File: src/rtl/cpu_shift_pkg.sv
// Shared definitions for the sequential shift unit: op encoding, FSM states, width defaults.
package cpu_shift_pkg;

    localparam int DEF_DATA_W  = 32;
    localparam int DEF_SHAMT_W = 5;

    localparam logic [2:0] SH_NOP  = 3'b000;
    localparam logic [2:0] SH_LOAD = 3'b001;
    localparam logic [2:0] SH_SLL  = 3'b010;
    localparam logic [2:0] SH_SRL  = 3'b011;
    localparam logic [2:0] SH_SRA  = 3'b100;
    localparam logic [2:0] SH_ROR  = 3'b101;
    localparam logic [2:0] SH_ROL  = 3'b110;
    localparam logic [2:0] SH_RSVD = 3'b111;

    typedef enum logic [1:0] {
        ST_IDLE  = 2'd0,
        ST_SHIFT = 2'd1,
        ST_DONE  = 2'd2
    } shift_state_t;

    // NOP and the reserved code never start a command
    function automatic logic op_accepts(input logic [2:0] op);
        return (op != SH_NOP) && (op != SH_RSVD);
    endfunction

endpackage

File: src/rtl/shift_step.sv
// Combinational single-bit shift/rotate step; non-shift ops pass data through.
module shift_step
    import cpu_shift_pkg::*;
#(
    parameter int DATA_W = DEF_DATA_W
) (
    input  logic [2:0]        op,
    input  logic [DATA_W-1:0] d,
    output logic [DATA_W-1:0] q
);

    // one-bit move in the direction selected by op
    always_comb begin
        q = d;
        case (op)
            SH_SLL:  q = {d[DATA_W-2:0], 1'b0};
            SH_SRL:  q = {1'b0, d[DATA_W-1:1]};
            SH_SRA:  q = {d[DATA_W-1], d[DATA_W-1:1]};
            SH_ROR:  q = {d[0], d[DATA_W-1:1]};
            SH_ROL:  q = {d[DATA_W-2:0], d[DATA_W-1]};
            default: q = d;
        endcase
    end

endmodule

File: src/rtl/shift_unit_seq.sv
// Sequential shift unit: start/done handshake, one bit per cycle by default.
// Define FAST_SHIFT_EN to replace the iterative path with a single-cycle barrel shifter.
module shift_unit_seq
    import cpu_shift_pkg::*;
#(
    parameter int DATA_W  = DEF_DATA_W,
    parameter int SHAMT_W = DEF_SHAMT_W
) (
    input  logic               clk,
    input  logic               reset_n,
    input  logic               start,
    input  logic [2:0]         op,
    input  logic [DATA_W-1:0]  data_in,
    input  logic [SHAMT_W-1:0] shamt,
    output logic               busy,
    output logic               done,
    output logic [DATA_W-1:0]  data_out
);

    shift_state_t       state;
    logic [2:0]         op_q;
    logic [SHAMT_W-1:0] count;
    logic [DATA_W-1:0]  load_val;
    logic               direct_done;

`ifdef FAST_SHIFT_EN
    logic [2*DATA_W-1:0] rot;

    // full barrel result computed from the live inputs at accept time
    always_comb begin
        rot      = '0;
        load_val = data_in;
        case (op)
            SH_SLL: load_val = data_in << shamt;
            SH_SRL: load_val = data_in >> shamt;
            SH_SRA: load_val = DATA_W'($signed(data_in) >>> shamt);
            SH_ROR: begin
                rot      = {data_in, data_in} >> shamt;
                load_val = rot[DATA_W-1:0];
            end
            SH_ROL: begin
                rot      = {data_in, data_in} << shamt;
                load_val = rot[2*DATA_W-1:DATA_W];
            end
            default: load_val = data_in;
        endcase
    end

    assign direct_done = 1'b1;
`else
    logic [DATA_W-1:0] step_q;

    shift_step #(.DATA_W(DATA_W)) u_step (
        .op (op_q),
        .d  (data_out),
        .q  (step_q)
    );

    assign load_val    = data_in;
    assign direct_done = (op == SH_LOAD) || (shamt == '0);
`endif

    // control FSM plus working register; reset dominates everything
    always_ff @(posedge clk) begin
        if (!reset_n) begin
            state    <= ST_IDLE;
            op_q     <= SH_NOP;
            count    <= '0;
            data_out <= '0;
        end else begin
            case (state)
                ST_IDLE, ST_DONE: begin
                    if (start && op_accepts(op)) begin
                        op_q     <= op;
                        count    <= shamt;
                        data_out <= load_val;
                        state    <= direct_done ? ST_DONE : ST_SHIFT;
                    end else begin
                        state <= ST_IDLE;
                    end
                end
`ifndef FAST_SHIFT_EN
                ST_SHIFT: begin
                    data_out <= step_q;
                    count    <= count - SHAMT_W'(1);
                    if (count == SHAMT_W'(1))
                        state <= ST_DONE;
                end
`endif
                default: state <= ST_IDLE;
            endcase
        end
    end

    assign busy = (state == ST_SHIFT);
    assign done = (state == ST_DONE);

endmodule

File: config.mk
export PLATFORM = sky130hd
export DESIGN_NAME = shift_unit_seq
export DESIGN_NICKNAME = d
export VERILOG_FILES = /design/src/rtl/cpu_shift_pkg.sv /design/src/rtl/shift_step.sv /design/src/rtl/shift_unit_seq.sv
export SDC_FILE = /design/constraint.sdc
export NUM_CORES = 1
export LEC_CHECK = 0
export ABC_CLOCK_PERIOD_IN_PS = 2900
export BUFFER_PORTS_ARGS = -buffer_cell sky130_fd_sc_hd__buf_2
export CAP_MARGIN = 20
export CORE_MARGIN = 1
export CORE_UTILIZATION = 30
export CTS_CLUSTER_DIAMETER = 80
export CTS_CLUSTER_SIZE = 24
export DETAILED_ROUTE_END_ITERATION = 8
export PLACE_DENSITY = 0.49
export RECOVER_POWER = 25
export SETUP_SLACK_MARGIN = 0.1
export SLEW_MARGIN = 0
export SYNTH_ARGS = -nofsm -noshare
export SYNTH_HDL_FRONTEND = slang
export SYNTH_SLANG_ARGS = --single-unit
File: constraint.sdc
create_clock -name clk -period 2.9 [get_ports clk]
set_clock_uncertainty 0.2 [all_clocks]
set_input_delay 0.435 -clock clk [delete_from_list [all_inputs] [get_ports clk]]
set_output_delay 0.435 -clock clk [all_outputs]
set_load 0.05 [all_outputs]
After elaboration in Yosys (flattened, before gate mapping):

Index checks and enable logic that the tools add are counted.

* bits in registers: 42
* bits of input ports: 43
* output and inout port bits: 34
* word-level logic and storage cells: 42

* add/subtract/negate cells: 1
* eq/ne operators: 15
* muxes and demuxes: 9
* reductions and logical operators: 12

Operator list (count)
* $pmux W32 S5: 1
* $pmux W32 S2: 1
* $mux W32: 1
* $pmux W5 S2: 1
* $eq A3 B3 Y1 const B: 3
* $eq A3 B2 Y1 const B: 2
* $mux W2: 3
* $ne A6 B1 Y1 const B: 1
* $eq A5 B1 Y1 const B: 1
* $logic_not A5 Y1: 1
* $mux W5: 1
* $ne A5 B1 Y1 const B: 1
* $sub A5 B1 Y5 const B: 1
* $ne A2 B2 Y1 const B: 2
* $pmux W2 S2: 1
* $reduce_and A2 Y1: 2
* $reduce_and A4 Y1: 1
* $eq A3 B1 Y1 const B: 1
* $ne A3 B3 Y1 const B: 1
* $reduce_and A3 Y1: 1
* $reduce_bool A3 Y1: 1
* $eq A2 B1 Y1 const B: 1
* $eq A2 B2 Y1 const B: 1
* $logic_and A1 B1 Y1: 2
* 5 further kinds: 5

Longest topological paths before layout:

* word-level depth: 5
* gate-level depth with buffers: 6
* mapped depth without buffers: 5

Modules after synthesis:

A second synthesis with hierarchy kept.

* cells, all modules: 416
* area, all modules: 3153.0 um^2

Modules (own cells, without submodules)
* shift_unit_seq: times used 1, cells an instance 205, area an instance 1890.6 um^2, seq. area each 840.8 um^2
* shift_step: times used 1, cells an instance 211, area an instance 1262.5 um^2, seq. area each 0.0 um^2

Worst setup path before layout:

OpenSTA, ideal clock, no wires.

* kind: input port to flip-flop
* start: in op[0]
* end: reg data_out[23]
* library setup time: 127 ps
* data arrival time: 1551 ps
* required time: 2573 ps
* slack: 1022 ps
* stages on the path: 6
* path buffers: 2
* cell sequence: or3_4 and4_4 buf_6 o21ai_4 buf_6 o32ai_2

* longest elaborated chain between the ends: 5
* elaborated cells between the ends (all ways): 6
* classes of those cells: eq/ne: 2; reduce/logical: 4

Ends and longest elaborated chain
* from (decl): line shift_unit_seq.sv:12 `input logic [2:0] op,`
* $ne A3 B3 Y1 / $reduce_bool A3 Y1 (equally long branches): line cpu_shift_pkg.sv:24 `return (op != SH_NOP) && (op != SH_RSVD);`
* $logic_and A1 B1 Y1 (*): line cpu_shift_pkg.sv:24
* $logic_and A1 B1 Y1 (*): line shift_unit_seq.sv:73 `if (start && op_accepts(op)) begin`
* $ne A2 B2 Y1 (no source line) (*)
* $reduce_and A3 Y1 (no source line) (*)
* to (signal assigned): line shift_unit_seq.sv:76 `data_out <= load_val;`
* to (signal assigned): line shift_unit_seq.sv:84 `data_out <= step_q;`
* to (decl): line shift_unit_seq.sv:17 `output logic [DATA_W-1:0] data_out`

Mark *: on every way between the ends. The rest lies on a longest branch, timed or not.
A chain may end at the register's enable or synchronous reset.

Worst setup path in the final report:

* start: reg state[1]
* end: out busy

* longest elaborated chain between the ends: 1

Ends and longest elaborated chain
* from (decl): line shift_unit_seq.sv:20 `shift_state_t state;`
* from (signal assigned): line shift_unit_seq.sv:77 `state <= direct_done ? ST_DONE : ST_SHIFT;`
* $eq A2 B1 Y1: line shift_unit_seq.sv:95 `assign busy = (state == ST_SHIFT);`
* to (decl): line shift_unit_seq.sv:15 `output logic busy,`

Every way passes these cells.

==> flow_summary.ini <==
[cts]
clkTransAtPathRegs_ns = 0.08
h-tree-depth = 2
clkLatencyLatePin_ns = 0.29
cts_buffer_depth = 2
cts_hold_buf = 0
cts_tree = yes
post_cts_buffers = 0
clock-sinks = 42
numCtsBuffers = 5
cts_resized = 0
cts_root_buf = clkbuf_8

[synth]
yosysWarnings = 0
synthCells = 295
synth_flop_cell = dfxtp_1
synth_nets = 340
syn_avg_cell_area_um2 = 8.08
ys_ff_latch = 42
synth_edf_count = 0
ys_async_sr_fraction_pct = 0
ys_seq_area_share_pct = 35.3
mappedNetlistArea_mm2 = 0.00238
yosysUniqueCellTypes = 43

[grt]
grt_pass1_vias = 2263
grt_use_total_pct = 16.4
grt_pass1_wl_um = 11200
antenna_found_initial = 0
grt_max_degree = 32
grt_overflow = 0

[cells_and_area]
utilization_pct = 37.8
fillers = 875
final_area_mm2 = 0.00290
n_antenna_cell = 0
nNetsFinal = 409
layout-drive-gt1-share_pct = 22.7
syn2layout_area_growth_pct = 21.8

[floorplan]
fp-row-count = 32
dieHeight_um = 91.1
die_width_um = 91.1
dieArea_mm2 = 0.00831
ios = 77
start_util_pct = 31.0
core_region_area_mm2 = 0.00769

[placement]
pre_cts_slack_ns = 0.701
io_buffers = 76
gp_congestion = 0.794
place.detailed.hpwl_um = 4700
dpl-instance-area_mm2 = 0.00285

[timing]
fmax_mhz = 435
period_needed_ns = 2.30
finalCritPeriodShare_pct = 79.2
finalSetupTns_ns = 0
hold_viol = 0
layout_setup_ws_ns = 0.603
rsz0062_at_grt = false
slew_headroom_pct = 56.4
slew_violations = 0
setup_violations = 0
tightest_slew_ns = 0.653

[detailed_routing]
wirelength_um = 6750
vias = 2385
via_per_inst = 5.11
ant_nets = 0
wire_per_inst_um = 14.4
dr.pass1.iters = 4
drt_iter0_drc = 134
drc = 0

[worst_setup_path]
ff2ff_setup_slack_ns = 0.83
rr_endpoint = data_out[30]
end_kind = primary output
r2r_start = op_q[1]
path_max_fanout = 19
worstSetupPathType = reg2out
startpoint_type = flip-flop
arrival_ns = 1.66
rr_worst_depth = 5
required_ns = 2.27

[flow_run]
maxCapViolations = 0

[hold_path]
hold_end = count[1]
hold_depth = 3
hold_class = in2reg
hp-start = shamt[1]

[pwr]
leakage_nw = 1.27
power_density_mw_per_mm2 = 568
ir_drop_v = 0.000223

[status]
status = finished clean
[cells by family after synthesis]
| logic type | after synthesis | synth area share [%] |
|---|---|---|
| simple gates | 105 | 23.4 |
| compound gates | 86 | 29.4 |
| buf+inv | 60 | 10.9 |
| flops | 42 | 35.3 |
| fa+ha+maj | 2 | 1.05 |
[worst max path at each step]
stage,start,end,slack (ns),depth (start not counted)
after floorplan,op[0],data_out[23],1.02,6
after global placement,op[0],data_out[14],0.73,6
after detailed placement,op[0],data_out[15],0.70,6
after CTS,state[1],busy,0.54,3
after global routing,state[1],busy,0.46,3
final,state[1],busy,0.60,3
[synthesized netlist by cell type, drive strengths merged, types with 3 or more instances]
master  count  area [um^2]
inv        35          131
o21a        3         22.5
and3       32          201
dfxtp      42          841
buf         8         65.1
a211oi     30          225
o21ai       4         31.3
clkbuf     17         63.8
o32ai      31          287
nand2      13         48.8
nor3        3         15.0
a21boi      5         37.5
nor2       38          143
[cells in the final DEF, fill, tap and decap left out, drive strengths merged, types with 3 or more instances in the layout]
master	netlist	final
inv	35	35
dfxtp	42	42
a21boi	5	5
o21ai	4	4
o21a	3	3
o32ai	31	31
nand2	13	13
nor3	3	3
buf	8	70
and3	32	32
nor2	38	38
clkbuf	17	24
a211oi	30	30
[area by class of cell]
class	instances	area, um^2	share of cell area [%]
tap	102	128	4.39
clock buffer	7	86.3	2.97
sequential	42	841	29.0
multi-input combinational	193	1270	43.8
timing repair buffer	87	442	15.2
inverter	35	131	4.52
clock inverter	1	5.00	0.172
[power by group]
part           internal [mW]  switching (mW)
clock network          0.192           0.199
registers              0.638          0.0630
logic                  0.177           0.379
total                   1.01           0.642
[layer usage]
layer	wire (um)	track usage, %	share of wire, %
met5	0	0	0
met4	48	3.97	0.71
met3	318	3.52	4.7
met2	3140	27.0	47
met1	3240	21.9	48
[worst max-delay path, cell delays in order (launching register included)]
cell and delay (ns):
dfxtp_1 0.31, nand2b_1 0.17, inv_1 0.50, buf_2 0.39
[registers in the layout, summed over array words and instances, names as in the netlist]
signal    cells
data_out     32
state         2
count         5
op_q          3
[per-stage QoR]
step / hold WS, ns / power [mW] / std cells
2_1_floorplan: 0.261 / 1.13 / 295
3_3_place_gp: 0.277 / 1.28 / 459
3_5_place_dp: 0.284 / 1.28 / 459
4_1_cts: 0.207 / 1.68 / 467
5_1_grt: 0.208 / 1.75 / 467
6_report: 0.214 / 1.65 / 467
No activity file was read; power rests on OpenSTA's default activity.
